<file path="src/rtl/shift_issue_stage.sv">
// Issue stage ahead of the combinational shifter: decodes RV32I shifts and holds
// up to two decoded entries in a head/skid buffer with valid/ready and flush.
module shift_issue_stage #(
  parameter int unsigned XLEN    = 32,
  parameter int unsigned SHAMT_W = 5
) (
  input  logic               clk,
  input  logic               rst,
  input  logic               flush,
  input  logic               in_valid,
  output logic               in_ready,
  input  logic [6:0]         opcode,
  input  logic [2:0]         funct3,
  input  logic [6:0]         funct7,
  input  logic [XLEN-1:0]    rs1_data,
  input  logic [XLEN-1:0]    rs2_data,
  input  logic [SHAMT_W-1:0] imm_shamt,
  input  logic [4:0]         rd,
  output logic               out_valid,
  input  logic               out_ready,
  output logic [XLEN-1:0]    sh_data,
  output logic [SHAMT_W-1:0] sh_amt,
  output logic [1:0]         sh_fun,
  output logic [4:0]         sh_rd,
  output logic               sh_illegal,
  output logic [1:0]         occ
);

  typedef struct packed {
    logic [XLEN-1:0]    data;
    logic [SHAMT_W-1:0] amt;
    logic [1:0]         fun;
    logic [4:0]         rd;
    logic               illegal;
  } entry_t;

  localparam logic [1:0] FUN_SRL  = 2'b00;
  localparam logic [1:0] FUN_SLL  = 2'b01;
  localparam logic [1:0] FUN_SRA  = 2'b10;
  localparam logic [1:0] FUN_NONE = 2'b11;

  entry_t head, skid, dec, empty_entry;
  logic   head_v, skid_v;
  logic   accept, pop;
  logic   is_r, is_i;
  logic   unused_rs2_hi;

  assign unused_rs2_hi = ^rs2_data[XLEN-1:SHAMT_W];

  always_comb begin
    empty_entry         = '0;
    empty_entry.fun     = FUN_NONE;
  end

  always_comb begin
    is_r        = (opcode == 7'b0110011);
    is_i        = (opcode == 7'b0010011);
    dec         = '0;
    dec.data    = rs1_data;
    dec.rd      = rd;
    dec.fun     = FUN_NONE;
    dec.illegal = 1'b1;
    if (is_r || is_i) begin
      if (funct3 == 3'b001 && funct7 == 7'b0000000) begin
        dec.fun     = FUN_SLL;
        dec.illegal = 1'b0;
      end else if (funct3 == 3'b101 && funct7 == 7'b0000000) begin
        dec.fun     = FUN_SRL;
        dec.illegal = 1'b0;
      end else if (funct3 == 3'b101 && funct7 == 7'b0100000) begin
        dec.fun     = FUN_SRA;
        dec.illegal = 1'b0;
      end
    end
    if (!dec.illegal) begin
      dec.amt = is_r ? rs2_data[SHAMT_W-1:0] : imm_shamt;
    end
  end

  assign in_ready = !skid_v;
  assign accept   = in_valid && in_ready;
  assign pop      = head_v && out_ready;

  // An empty head is reloaded with reset values so sh_fun reads NONE whenever out_valid is low.
  always_ff @(posedge clk or posedge rst) begin
    if (rst) begin
      head_v <= 1'b0;
      skid_v <= 1'b0;
      head   <= empty_entry;
      skid   <= empty_entry;
    end else if (flush) begin
      head_v <= 1'b0;
      skid_v <= 1'b0;
      head   <= empty_entry;
      skid   <= empty_entry;
    end else if (pop) begin
      if (skid_v) begin
        head   <= skid;
        skid   <= empty_entry;
        skid_v <= 1'b0;
      end else if (accept) begin
        head   <= dec;
      end else begin
        head   <= empty_entry;
        head_v <= 1'b0;
      end
    end else if (accept) begin
      if (!head_v) begin
        head   <= dec;
        head_v <= 1'b1;
      end else begin
        skid   <= dec;
        skid_v <= 1'b1;
      end
    end
  end

  assign out_valid  = head_v;
  assign sh_data    = head.data;
  assign sh_amt     = head.amt;
  assign sh_fun     = head.fun;
  assign sh_rd      = head.rd;
  assign sh_illegal = head.illegal;
  assign occ        = 2'(head_v) + 2'(skid_v);

endmodule

</file>
<file path="config.mk">
export PLATFORM = sky130hd
export DESIGN_NAME = shift_issue_stage
export DESIGN_NICKNAME = d
export VERILOG_FILES = /design/src/rtl/shift_issue_stage.sv
export SDC_FILE = /design/constraint.sdc
export NUM_CORES = 1
export LEC_CHECK = 0
export CAP_MARGIN = 15
export CORE_ASPECT_RATIO = 1.5
export CORE_MARGIN = 2
export CORE_UTILIZATION = 30
export DETAILED_ROUTE_END_ITERATION = 16
export PLACE_DENSITY = 0.59
export SYNTH_ARGS = -nofsm -noshare
export SYNTH_HDL_FRONTEND = slang
export SYNTH_SLANG_ARGS = --single-unit
</file>
<file path="constraint.sdc">
create_clock -name clk -period 3.7 [get_ports clk]
set_clock_uncertainty 0.15 [all_clocks]
set_input_delay 0.74 -clock clk [delete_from_list [all_inputs] [get_ports clk]]
set_output_delay 0.74 -clock clk [all_outputs]
set_load 0.05 [all_outputs]
</file>
==> results_dict.tcl, run 1 <==
set metrics [dict create \
    share_of_the_synthesized_area_in_the_top_cell_type_pct 55.0 \
    cp-start-kind "flop" \
    p_seq_share_pct 41.7 \
    critical_path.slowest_cell "sky130_fd_sc_hd__clkdlybuf4s50_1" \
    number_of_enable_flip_flop_cells_after_synthesis 0 \
    clk_latency_ns 0.34 \
    grt_setup_unrepaired "false" \
    power.share.combinational_pct 19.0 \
    setup_viol 0 \
    final_util_pct 43.4 \
    synth.lib_cells_used.distinct 36 \
    finish.instance_area_um2 5650 \
    port_buffers 117 \
    cap_violations 0 \
    cts.repair_timing.setup_buffer_count 0 \
    fraction_of_synthesis_flops_using_an_asynchronous_set_or_reset_pin_pct 100 \
    crit_chain "ha_1 -> clkdlybuf4s50_1" \
    path_delay_family "buffers and inverters" \
    routed_via_density 5.19 \
    post_synth_instance_area_um2 4010 \
    antennaDiodeCount 0 \
    grt_usage_pct 15.2 \
    cts_root_buf "sky130_fd_sc_hd__clkbuf_16" \
    status "finished, final reports clean" \
    clock_power_share_pct 39.3 \
    p_int_mw 1.90 \
    drc_errors 0 \
    worst_slew_margin_rel_pct 59.9 \
    netlist_top_cells_area "sky130_fd_sc_hd__dfrtp_1 55%, sky130_fd_sc_hd__a22oi_1 8.2%, sky130_fd_sc_hd__a22o_1 8.1%" \
    grt_pass1_wl_mm 17.4 \
    max_freq_mhz 342 \
    syn-instance-count 340 \
    ir_drop_uv 263 \
    io_pins 145 \
    antenna_violations_before_repair 0 \
    seqCellArea_um2 2310 \
    synth_top_cell_by_area "sky130_fd_sc_hd__dfrtp_1" \
    hold_violations 0 \
    synth_seq_area_share_pct 57.6 \
    syn_nets 437 \
    switchingPower_mw 0.714 \
    post-layout-total-power_mw 2.61 \
    p_per_area_nw_per_um2 463 \
    std_cell_rows 51 \
    die_y_um 146 \
    cp_data_arrival_time_ns 2.04 \
    grt-ovfl-total 0 \
    cts_resized 0 \
    standby_leakage_power_nw 2.45 \
    detailed_place.area_um2 5300 \
    synth_commonest_cells "88 x sky130_fd_sc_hd__dfrtp_1, 44 x sky130_fd_sc_hd__a22oi_1, 38 x sky130_fd_sc_hd__nand2_1" \
    worst_hold_path_type "flop to flop" \
    min_period_ns 2.93 \
    first_pass_iters 4 \
    die_w_um 98.3 \
    timing.critical_path.to_type "output pin" \
    yosys.cell_count.top_type "sky130_fd_sc_hd__dfrtp_1" \
    power.share.switching_pct 27.3 \
    postSynth.topFlopCell "sky130_fd_sc_hd__dfrtp_1" \
    drt-initial-drc-count 137 \
    clkSinkCount 92 \
    area_delta_synth_final_pct 41.0 \
    worstSetupPathType "flop to output pin" \
    gp_congestion 0.770 \
    synth_seq_cells 92 \
    critPathBufInv 1 \
    finalSetupTns_ns 0 \
    period_share_pct 79.1 \
    cts-root-to-sink-buffers 2 \
    ys_warn_count 0 \
    detail-route-antenna-nets 0 \
    fp.dieArea_um2 14300 \
    fill_cell_instance_count_of_the_final_layout 1252 \
    initial_core_util_pct 30.8 \
    post_drt_wl_per_cell_um 17.5 \
    timing.final.max_slew_violations 0 \
    routed-via-count 3151 \
    wire_length_after_detailed_routing_mm 10.6 \
    tritoncts_clock_tree "yes" \
    worst_ep_required_time_ns 2.81 \
    area_of_the_core_region_um2 13000 \
    synth_area_per_cell_um2 11.8 \
    pin_count_of_the_biggest_net_entering_global_routing 51 \
    grt_pass1_vias 3323 \
    drive_above_1_share_pct 14.5 \
    number_of_buffers_inserted_during_clock_tree_synthesis 9 \
    max_slew.worst_pin.slew_ns 0.601 \
    nets 542 \
    critPathMaxFanout 12 \
    critPathMaxStageDelay_ns 0.80 \
    detailedPlacementHpwl_mm 6.82 \
    cts.hold.buffers_added 0 \
    h-tree-depth 3 \
    clkTransAtPathRegs_ns 0.06 \
    multi_input_comb_area_um2 1520 \
]
area by class of cell:
cell class	count	share of cell area (%)
clock buffers	9	3.99
clock inverters	5	1.82
inverters	8	0.576
multi-input cells	210	26.9
flip-flops and latches	92	40.8
well taps	159	3.52
repair buffers	124	22.3
kinds of logic after synthesis:
kind of cell | Yosys count | synth area share (%)
muxes | 6 | 1.50
buffers and inverters | 38 | 4.90
DFF | 92 | 57.6
AOI/OAI and AO/OA | 141 | 27.7
and+or+nand+nor | 62 | 7.97
adders and majority gates | 1 | 0.312
worst paths after layout:
check,from,endpoint,slack [ns],depth (start not counted)
max in group asynchronous,rst,skid[6],2.00,3
max,out_valid,occ[0],0.77,2
min reg2reg,skid[6],skid[6],0.32,2
min,skid[6],skid[6],0.32,2
max reg2reg,skid_v,skid[44],1.32,5
min in group asynchronous,rst,sh_data[13],0.66,2
power groups by stage:
| stage | clock (mW) | sequential (mW) | combinational (mW) |
|---|---|---|---|
| 6_report | 1.03 | 1.09 | 0.497 |
| 5_1_grt | 1.09 | 1.10 | 0.527 |
| 4_1_cts | 1.05 | 1.09 | 0.501 |
| 3_5_place_dp | 0 | 1.11 | 0.499 |
| 3_3_place_gp | 0 | 1.11 | 0.493 |
| 2_1_floorplan | 0 | 1.24 | 0.156 |
flip-flops by register name (all words and copies together), names as in the netlist:
| register | flops |
|---|---|
| skid_v | 1 |
| sh_amt | 5 |
| sh_rd | 5 |
| skid | 45 |
| sh_data | 32 |
| sh_fun | 2 |
| sh_illegal | 1 |
| out_valid | 1 |
cells in the final DEF (no fill, tap or decap), types with 2 or more instances in the layout:
| cell type | count |
|---|---|
| sky130_fd_sc_hd__clkdlybuf4s50_1 | 117 |
| sky130_fd_sc_hd__dfrtp_1 | 88 |
| sky130_fd_sc_hd__a22oi_1 | 44 |
| sky130_fd_sc_hd__nand2_1 | 38 |
| sky130_fd_sc_hd__a22o_1 | 37 |
| sky130_fd_sc_hd__o21ai_2 | 29 |
| sky130_fd_sc_hd__o21ai_0 | 15 |
| sky130_fd_sc_hd__clkbuf_16 | 9 |
| sky130_fd_sc_hd__inv_1 | 7 |
| sky130_fd_sc_hd__nor2b_1 | 6 |
| sky130_fd_sc_hd__mux2i_1 | 6 |
| sky130_fd_sc_hd__o2bb2ai_1 | 6 |
| sky130_fd_sc_hd__nand3_1 | 4 |
| sky130_fd_sc_hd__buf_4 | 4 |
| sky130_fd_sc_hd__dfstp_2 | 4 |
| sky130_fd_sc_hd__a21oi_1 | 3 |
| sky130_fd_sc_hd__bufinv_16 | 3 |
| sky130_fd_sc_hd__buf_12 | 3 |
| sky130_fd_sc_hd__nand2b_1 | 2 |
| sky130_fd_sc_hd__nor3_1 | 2 |
routing by layer:
layer / track usage [%] / vias to the layer above / routed length [um]
met5: 0 / - / 0
met4: 7.40 / 0 / 258
met3: 2.26 / 15 / 452
met2: 25.5 / 92 / 5580
met1: 19.1 / 1568 / 4330
li1: - / 1476 / -
metrics by stage:
stage | setup WS, ns | hold WS (ns) | cells
6_report | 0.774 | 0.318 | 607
5_1_grt | 0.707 | 0.354 | 607
4_1_cts | 0.771 | 0.319 | 606
3_5_place_dp | 0.431 | 0.306 | 592
3_3_place_gp | 0.486 | 0.309 | 592
2_1_floorplan | 0.425 | 0.289 | 340
tightest hold or removal path, cell delays in order, from the launching register on:
cell	delay [ns]
sky130_fd_sc_hd__dfstp_2	0.37
sky130_fd_sc_hd__inv_1	0.04
sky130_fd_sc_hd__a32oi_1	0.05
(Power assumes the default switching activity.)
==> inputs of run 2 (changes only) <==
Settings changed: PLACE_DENSITY 0.59 to 0.61.
Clock period 3.7 ns to 2.6 ns, I/O delays scaled along.
==> run 2 against run 1 <==
  * Worst hold slack better by 0.0074 ns
  * Count of clock-buffer cells in the layout is 1 higher
  * Critical path depth is 1 lower
  * Worst setup slack worse by 0.53 ns
==> results_dict.tcl, run 2 (synthesis gave the netlist of run 1 again) <==
set metrics [dict create \
    status "finished, final reports clean" \
    critical_path.slowest_cell "sky130_fd_sc_hd__clkdlybuf4s50_1" \
    period_share_pct 90.6 \
    max_freq_mhz 424 \
    std_cell_rows 51 \
    critPathMaxFanout 2 \
    cts-root-to-sink-buffers 2 \
    cts_root_buf "sky130_fd_sc_hd__clkbuf_16" \
    largest_register "skid" \
    cts.hold.buffers_added 0 \
    detail-route-antenna-nets 0 \
    antenna_violations_before_repair 0 \
    fp.dieArea_um2 14300 \
    grt_pass1_wl_mm 17.6 \
    max_slew.worst_pin.slew_ns 0.568 \
    grt-ovfl-total 0 \
    routed_via_density 5.14 \
    final_cells 614 \
    drt-initial-drc-count 132 \
    clkSinkCount 92 \
    p_per_area_nw_per_um2 640 \
    cap_violations 0 \
    io_pins 145 \
    h-tree-depth 3 \
    min_delay_path_depth 2 \
    mostFrequentLayoutCell "sky130_fd_sc_hd__clkdlybuf4s50_1" \
    die_w_um 98.3 \
    clk_latency_ns 0.34 \
    crit_chain "clkdlybuf4s50_1" \
    hold_violations 0 \
    timing.critical_path.to_type "output pin" \
    timing.final.max_slew_violations 0 \
    worst_hold_path_type "flop to flop" \
    critPathMaxStageDelay_ns 0.82 \
    largest_register_ff_count 45 \
    drc_errors 0 \
    drive_above_1_share_pct 16.0 \
    critPathBufInv 1 \
    number_of_buffers_inserted_during_clock_tree_synthesis 9 \
    standby_leakage_power_nw 2.47 \
    gp_congestion 0.765 \
    layout_common_cells "115 x sky130_fd_sc_hd__clkdlybuf4s50_1, 88 x sky130_fd_sc_hd__dfrtp_1, 44 x sky130_fd_sc_hd__a22oi_1" \
    die_y_um 146 \
    area_delta_synth_final_pct 41.5 \
    tritoncts_clock_tree "yes" \
    port_buffers 117 \
    cts_resized 0 \
    routed-via-count 3158 \
    antennaDiodeCount 0 \
    clkTransAtPathRegs_ns 0.06 \
    pin_count_of_the_biggest_net_entering_global_routing 93 \
    worstSetupPathDepth 1 \
    finalSetupTns_ns 0 \
    depth_of_the_worst_register_to_register_path 4 \
    wire_length_after_detailed_routing_mm 10.3 \
    setup_viol 0 \
    path_delay_family "buffers and inverters" \
    cp_data_arrival_time_ns 1.69 \
    ir_drop_uv 265 \
    grt_setup_unrepaired "false" \
    grt_pass1_vias 3407 \
    worst_slew_margin_rel_pct 62.0 \
    cts.repair_timing.setup_buffer_count 0 \
    post_drt_wl_per_cell_um 16.8 \
    finalHoldWorstSlack_ns 0.326 \
    nets 548 \
    placed_cells_incl_taps 599 \
    cp-start-kind "flop" \
    first_pass_iters 4 \
    initial_core_util_pct 30.8 \
    grt_usage_pct 15.2 \
    min_period_ns 2.36 \
    worstSetupPathType "flop to output pin" \
    worst_ep_required_time_ns 1.93 \
    detailedPlacementHpwl_mm 6.79 \
    area_of_the_core_region_um2 13000 \
]
## run 2: cell types whose count changed in the layout (fill, tap and decap cells not counted)
cell / change
sky130_fd_sc_hd__buf_4: +8
sky130_fd_sc_hd__bufinv_16: -1
sky130_fd_sc_hd__clkbuf_1: +1
sky130_fd_sc_hd__clkdlybuf4s50_1: -2
sky130_fd_sc_hd__clkinv_2: +1
sky130_fd_sc_hd__clkinvlp_4: +1
sky130_fd_sc_hd__inv_4: -1
## run 2: area by class of cell
cell class | count | area (um^2)
Clock buffer | 10 | 229
Clock inverter | 5 | 77.6
Fill cell | 1293 | 7350
Inverter | 8 | 33.8
Multi-Input combinational cell | 210 | 1520
Sequential cell | 92 | 2310
Tap cell | 159 | 199
Timing Repair Buffer | 130 | 1300
## run 2: path summary, 6_finish.rpt
check / start / end / slack (ns)
min in group asynchronous: rst / sh_data[5] / 0.54
min reg2reg: sh_data[8] / sh_data[8] / 0.33
min: sh_data[8] / sh_data[8] / 0.33
max in group asynchronous: rst / sh_fun[0] / 1.38
max reg2reg: skid_v / sh_fun[0] / 0.66
max: sh_fun[1] / sh_fun[1] / 0.24
## run 2: power breakdown
part           switching [mW]  internal [mW]  leakage, nW
registers              0.0418           1.50         1.23
clock network           0.535          0.834        0.148
logic                   0.434          0.279         1.09
## run 2: metrics by stage
stage                     power (mW)  util [%]  cell area [um^2]  setup slack (ns)
after floorplan                 1.99         -              4010             0.526
after global placement          2.28      41.2              5360             0.113
after detailed placement        2.30      41.2              5360            0.0793
after CTS                       3.68      43.6              5670             0.220
after global routing            3.79      43.6              5670             0.197
final                           3.63      43.6              5670             0.244
## run 2: routing by layer
metal | track usage (%) | routed length (um) | part of all wire (%)
met5 | 0 | 0 | 0
met4 | 6.16 | 187 | 1.8
met3 | 2.88 | 416 | 4.0
met2 | 26.4 | 5500 | 53
met1 | 18.4 | 4230 | 41
## run 2: worst min-delay path: stages, from the launching register on
cell	delay (ns)
sky130_fd_sc_hd__dfrtp_1	0.34
sky130_fd_sc_hd__nand2_1	0.06
sky130_fd_sc_hd__o21ai_2	0.05
==> inputs of run 3 (changes only) <==
Settings changed: CORE_MARGIN 2 to 1.5, CORE_UTILIZATION 30 to 45, PLACE_DENSITY 0.61 to 0.82.
Clock period 2.6 ns to 2.7 ns, I/O delays scaled along.
==> run 3 against run 2 <==
  * Worst setup slack lost 0.12 ns
  * Worst hold slack lost 0.011 ns
  * Count of clock-buffer cells in the layout grew 2
  * Register-to-register slack gained 0.05 ns
  * Global-route usage grew 7.0 points
  * First-iteration DRC count grew 52%
  * Sequential share of layout area shrank 0.054 points
  * Routed wire length shrank 3.7%
  * Critical path depth grew 1
  * Largest cell class unchanged
==> results_dict.tcl, run 3 (synthesis gave the netlist of run 1 again) <==
set metrics [dict create \
    status "finished, final reports clean" \
    detailedPlacementHpwl_mm 6.70 \
    gp_congestion 0.808 \
    io_pins 145 \
    layout_common_cells "117 x sky130_fd_sc_hd__clkdlybuf4s50_1, 88 x sky130_fd_sc_hd__dfrtp_1, 44 x sky130_fd_sc_hd__a22oi_1" \
    cts_resized 0 \
    multi_input_comb_area_um2 1520 \
    fp.dieArea_um2 9490 \
    cp_data_arrival_time_ns 1.88 \
    cap_violations 0 \
    largest_register "skid" \
    wire_length_after_detailed_routing_mm 9.95 \
    hold_violations 0 \
    final_cells 567 \
    area_of_the_core_region_um2 8720 \
    area_delta_synth_final_pct 41.7 \
    critPathMaxStageDelay_ns 0.79 \
    critical_path.reg2reg.startpoint "skid_v" \
    cp-start-kind "flop" \
    first_pass_iters 4 \
    standby_leakage_power_nw 2.50 \
    worstSetupEndpoint "occ[0]" \
    number_of_buffers_inserted_during_clock_tree_synthesis 9 \
    critPathMaxFanout 8 \
    post_drt_wl_per_cell_um 17.6 \
    grt_pass1_wl_mm 16.3 \
    nets 549 \
    max_slew.worst_pin.slew_ns 0.575 \
    drive_above_1_share_pct 15.8 \
    placed_cells_incl_taps 551 \
    initial_core_util_pct 45.9 \
    drc_errors 0 \
    pin_count_of_the_biggest_net_entering_global_routing 47 \
    seqCellArea_um2 2310 \
    grt_usage_pct 22.2 \
    timing.final.max_slew_violations 0 \
    fill_cell_instance_count_of_the_final_layout 704 \
    worst_ep_required_time_ns 2.01 \
    p_per_area_nw_per_um2 640 \
    min_period_ns 2.57 \
    critical_path.slowest_cell "sky130_fd_sc_hd__clkdlybuf4s50_1" \
    port_buffers 117 \
    clkTransAtPathRegs_ns 0.06 \
    h-tree-depth 3 \
    detailedPlace.worstSlack_ns 0.176 \
    grt_pass1_vias 3277 \
    finalSetupTns_ns 0 \
    finalHoldWorstSlack_ns 0.315 \
    routed_via_density 5.77 \
    setup_viol 0 \
    cts.repair_timing.setup_buffer_count 0 \
    clk_latency_ns 0.33 \
    clkSinkCount 92 \
    die_w_um 80.0 \
    antennaDiodeCount 0 \
    max_freq_mhz 388 \
    ir_drop_uv 442 \
    tritoncts_clock_tree "yes" \
    routed-via-count 3274 \
    worstSetupPathType "flop to output pin" \
    std_cell_rows 42 \
    die_y_um 119 \
    grt_setup_unrepaired "false" \
    cts.hold.buffers_added 0 \
    crit_chain "ha_1 -> clkdlybuf4s50_1" \
    cts-root-to-sink-buffers 2 \
    worst_hold_path_type "flop to flop" \
    period_share_pct 95.3 \
    antenna_violations_before_repair 0 \
    worst_slew_margin_rel_pct 61.6 \
    critPathLaunch "skid_v" \
    largest_register_ff_count 45 \
    cts_root_buf "sky130_fd_sc_hd__clkbuf_16" \
    detail-route-antenna-nets 0 \
    depth_of_the_worst_register_to_register_path 5 \
    timing.critical_path.to_type "output pin" \
    reg_to_reg_critical_path_endpoint "sh_data[28]" \
    mostFrequentLayoutCell "sky130_fd_sc_hd__clkdlybuf4s50_1" \
    drt-initial-drc-count 201 \
    grt-ovfl-total 0 \
    ff2ff_setup_slack_ns 0.71 \
    post-layout-total-power_mw 3.63 \
    postLayoutSetupSlackWorst_ns 0.126 \
]
==> run 3: layout make-up <==
class	instances	share of cell area (%)
Timing Repair Buffer	131	23.4
Sequential cell	92	40.6
Clock buffer	12	4.52
Inverter	8	0.595
Multi-Input combinational cell	210	26.8
Tap cell	110	2.42
Clock inverter	4	1.68
==> run 3: through the flow <==
step | instance area [um^2] | util, %
finish | 5680 | 65.1
detailed placement | 5330 | 61.0
global route | 5680 | 65.1
global placement | 5330 | 61.0
floorplan | 4010 | -
CTS | 5680 | 65.1
==> run 3: per-layer routing <==
| metal | global-route usage [%] | up-vias | routed length, um |
|---|---|---|---|
| li1 | - | 1492 | - |
| met1 | 28.6 | 1636 | 3890 |
| met2 | 36.9 | 129 | 5360 |
| met3 | 3.17 | 17 | 481 |
| met4 | 9.48 | 0 | 215 |
| met5 | 0 | - | 0 |
==> run 3: worst min-delay path by stage <==
| stage | start | endpoint | cells past startpoint |
|---|---|---|---|
| 2_1_floorplan | skid[6] | skid[6] | 2 |
| 3_3_place_gp | skid[6] | skid[6] | 2 |
| 3_5_place_dp | skid[6] | skid[6] | 2 |
| 4_1_cts | skid[6] | skid[6] | 2 |
| 5_1_grt | skid[6] | skid[6] | 2 |
| 6_report | skid[6] | skid[6] | 2 |
==> run 3: where the power goes <==
group	internal, mW	switching, mW	total [mW]
Sequential	1.45	0.0419	1.49
Combinational	0.272	0.419	0.691
Clock	0.954	0.499	1.45
==> run 3: worst max-delay path: cells and delay by family, from the launching register on <==
| family | cells | cell delay, ns |
|---|---|---|
| buf+inv | 1 | 0.79 |
| flops | 1 | 0.45 |
| fa+ha+maj | 1 | 0.30 |
==> edit, RTL diff (flow settings as in run 1) <==
`XLEN`: 32 -> 48.
--- a/src/rtl/shift_issue_stage.sv
+++ b/src/rtl/shift_issue_stage.sv
@@ -2,5 +2,5 @@
 // up to two decoded entries in a head/skid buffer with valid/ready and flush.
 module shift_issue_stage #(
-  parameter int unsigned XLEN    = 32,
+  parameter int unsigned XLEN    = 48,
   parameter int unsigned SHAMT_W = 5
 ) (
Ports: changed (resized rs1_data, rs2_data and sh_data); port bits go from 145 to 193. No check against the original RTL was run, so the function may have changed too.
==> edit against run 1 <==
  * Global-route usage rose by 1.1 points
  * Wire length rose by 36%
  * Critical endpoint unchanged
  * Final area rose by 33%
  * Sequential cell count rose by 32
  * Total power rose by 50%
  * Worst setup slack improved by 0.0079 ns
  * Synthesized area rose by 28%
==> edit: results (changes against run 1) <==
metric,value,unit,change
gp_congestion,0.756,,-1.8%
nets,716,,+32%
cts_buffers,17,,+8
slew_headroom,54.1,%,-5.8 points
largest-register,skid,,
ctsResizeCount,0,,unchanged
antenna_found_initial,0,,unchanged
r2r_cells,5,,unchanged
synth_async_sr_flop_share,100,%,unchanged
first_pass_iters,5,,+1
hp-class,reg -> reg,,
grt_max_degree,56,,+9.8%
grt_pass1_vias,4450,,+34%
postSynthCellCount,444,,+31%
grt_usage,16.4,%,+1.1 points
cp.arrival,2.03,ns,
ys_types,38,,+5.6%
synth.area.top_cells,"dfrtp_1 (59%), a22o_1 (9.2%), a22oi_1 (8.9%)",,
crit_path_start_kind,register,,
fill_cells,1559,,+25%
power.density,521,mW/mm^2,+13%
numPortBuffers,149,,+27%
clockRootBuffer,clkbuf_16,,
grt_pass1_wl,23700,um,+36%
dp_hpwl,9460,um,+39%
grt.met3_usage,3.62,%,+1.4 points
met2_usage,28.0,%,+2.5 points
synth_compound_gate_area_share,26.0,%,-1.7 points
total_leakage_power,3.30,nW,+35%
viasPerCell,5.20,,+0.20%
largest_reg_flops,61,,+36%
routed_wirelength,14500,um,+36%
synth_xor_area_share,0,%,unchanged
synth_fa_ha_area_share,0.244,%,-0.069 points
vias,4213,,+34%
yosys_most_used_dff,dfrtp_1,,
clk_pin_slew_worst_paths,0.05,ns,
n_antenna_cell,0,,unchanged
seq_area_frac_synth,60.6,%,+2.9 points
reg2reg_from,out_valid,,
synth.net_count,573,,+31%
hp-start,sh_data[27],,
grt_util_met1,20.2,%,+1.1 points
drive_gt1_share,9.50,%,-5.0 points
place_inst,778,,+31%
timing.rr.end,sh_data[16],,
clock_latency,0.40,ns,+0.06 ns
holdPathEnd,sh_data[27],,
synthMuxAreaShare,0.975,%,-0.52 points
synth_commonest_cells,"dfrtp_1 (120), a22oi_1 (61), o21ai_0 (59), nand2_1 (56), a22o_1 (54)",,
yosys_warnings,0,,unchanged
status,"finished, final reports clean",,
worstPathMaxFanout,9,,-3
vdd_drop_max,0.000243,V,-7.7%
htreeDepth,4,,+1
drtIter0Drc,273,,+99%
remaining_drc_errors,0,,unchanged
cts_setup_buffers,0,,unchanged
==> edit: cell count changes in the layout (fill, tap and decap cells not counted), sizes merged, moves of 5 or more <==
cell,run 1,this run
clkdlybuf4s50,117,149
dfrtp,88,120
nand2,38,57
a22o,37,54
a22oi,44,61
o21ai,45,61
clkbuf,9,19
buf,7,12
==> edit: per-stage QoR <==
| step | hold WS, ns | setup WS, ns | power [mW] | area, um^2 |
|---|---|---|---|---|
| global placement | 0.312 | 0.656 | 2.05 | 6860 |
| CTS | 0.333 | 0.754 | 3.96 | 7530 |
| detailed placement | 0.320 | 0.606 | 2.06 | 6860 |
| finish | 0.327 | 0.782 | 3.92 | 7530 |
| global route | 0.341 | 0.709 | 4.06 | 7530 |
| floorplan | 0.307 | 1.29 | 1.80 | 5140 |
==> edit: critical path: stages, from the launching register on <==
cell and delay [ns]:
dfrtp_1 0.50, ha_1 0.34, clkdlybuf4s50_1 0.80
==> edit: layout make-up <==
class / instances / area, um^2 / area share, %
Multi-Input combinational cell: 277 / 1830 / 24.3
Timing Repair Buffer: 161 / 1630 / 21.7
Tap cell: 210 / 263 / 3.49
Sequential cell: 124 / 3110 / 41.3
Inverter: 6 / 26.3 / 0.349
Clock buffer: 19 / 433 / 5.75
Clock inverter: 13 / 239 / 3.17
==> edit: layer usage <==
layer	wire (um)	share of wire (%)	vias up
met4	263	1.8	0
li1	-	-	1937
met1	6000	41	2113
met3	745	5.1	18
met5	0	0	-
met2	7490	52	145
==> edit: how the worst max path moves through the flow <==
stage | depth (start not counted) | end | slack, ns
global placement | 6 | sh_data[17] | 0.66
CTS | 2 | occ[0] | 0.75
finish | 2 | occ[0] | 0.78
global route | 2 | occ[0] | 0.71
floorplan | 1 | out_valid | 1.29
detailed placement | 6 | sh_rd[2] | 0.61
==> edit: cells by family after synthesis <==
| group | count (synthesis) |
|---|---|
| AOI/OAI and AO/OA | 189 |
| DFF | 124 |
| and+or+nand+nor | 82 |
| buffers and inverters | 43 |
| muxes | 5 |
| adders and majority gates | 1 |
==> edit: power by group <==
| part | switching [mW] | internal (mW) | leakage (nW) |
|---|---|---|---|
| clock | 0.620 | 1.27 | 0.318 |
| combinational | 0.354 | 0.222 | 1.30 |
| sequential | 0.0385 | 1.42 | 1.68 |
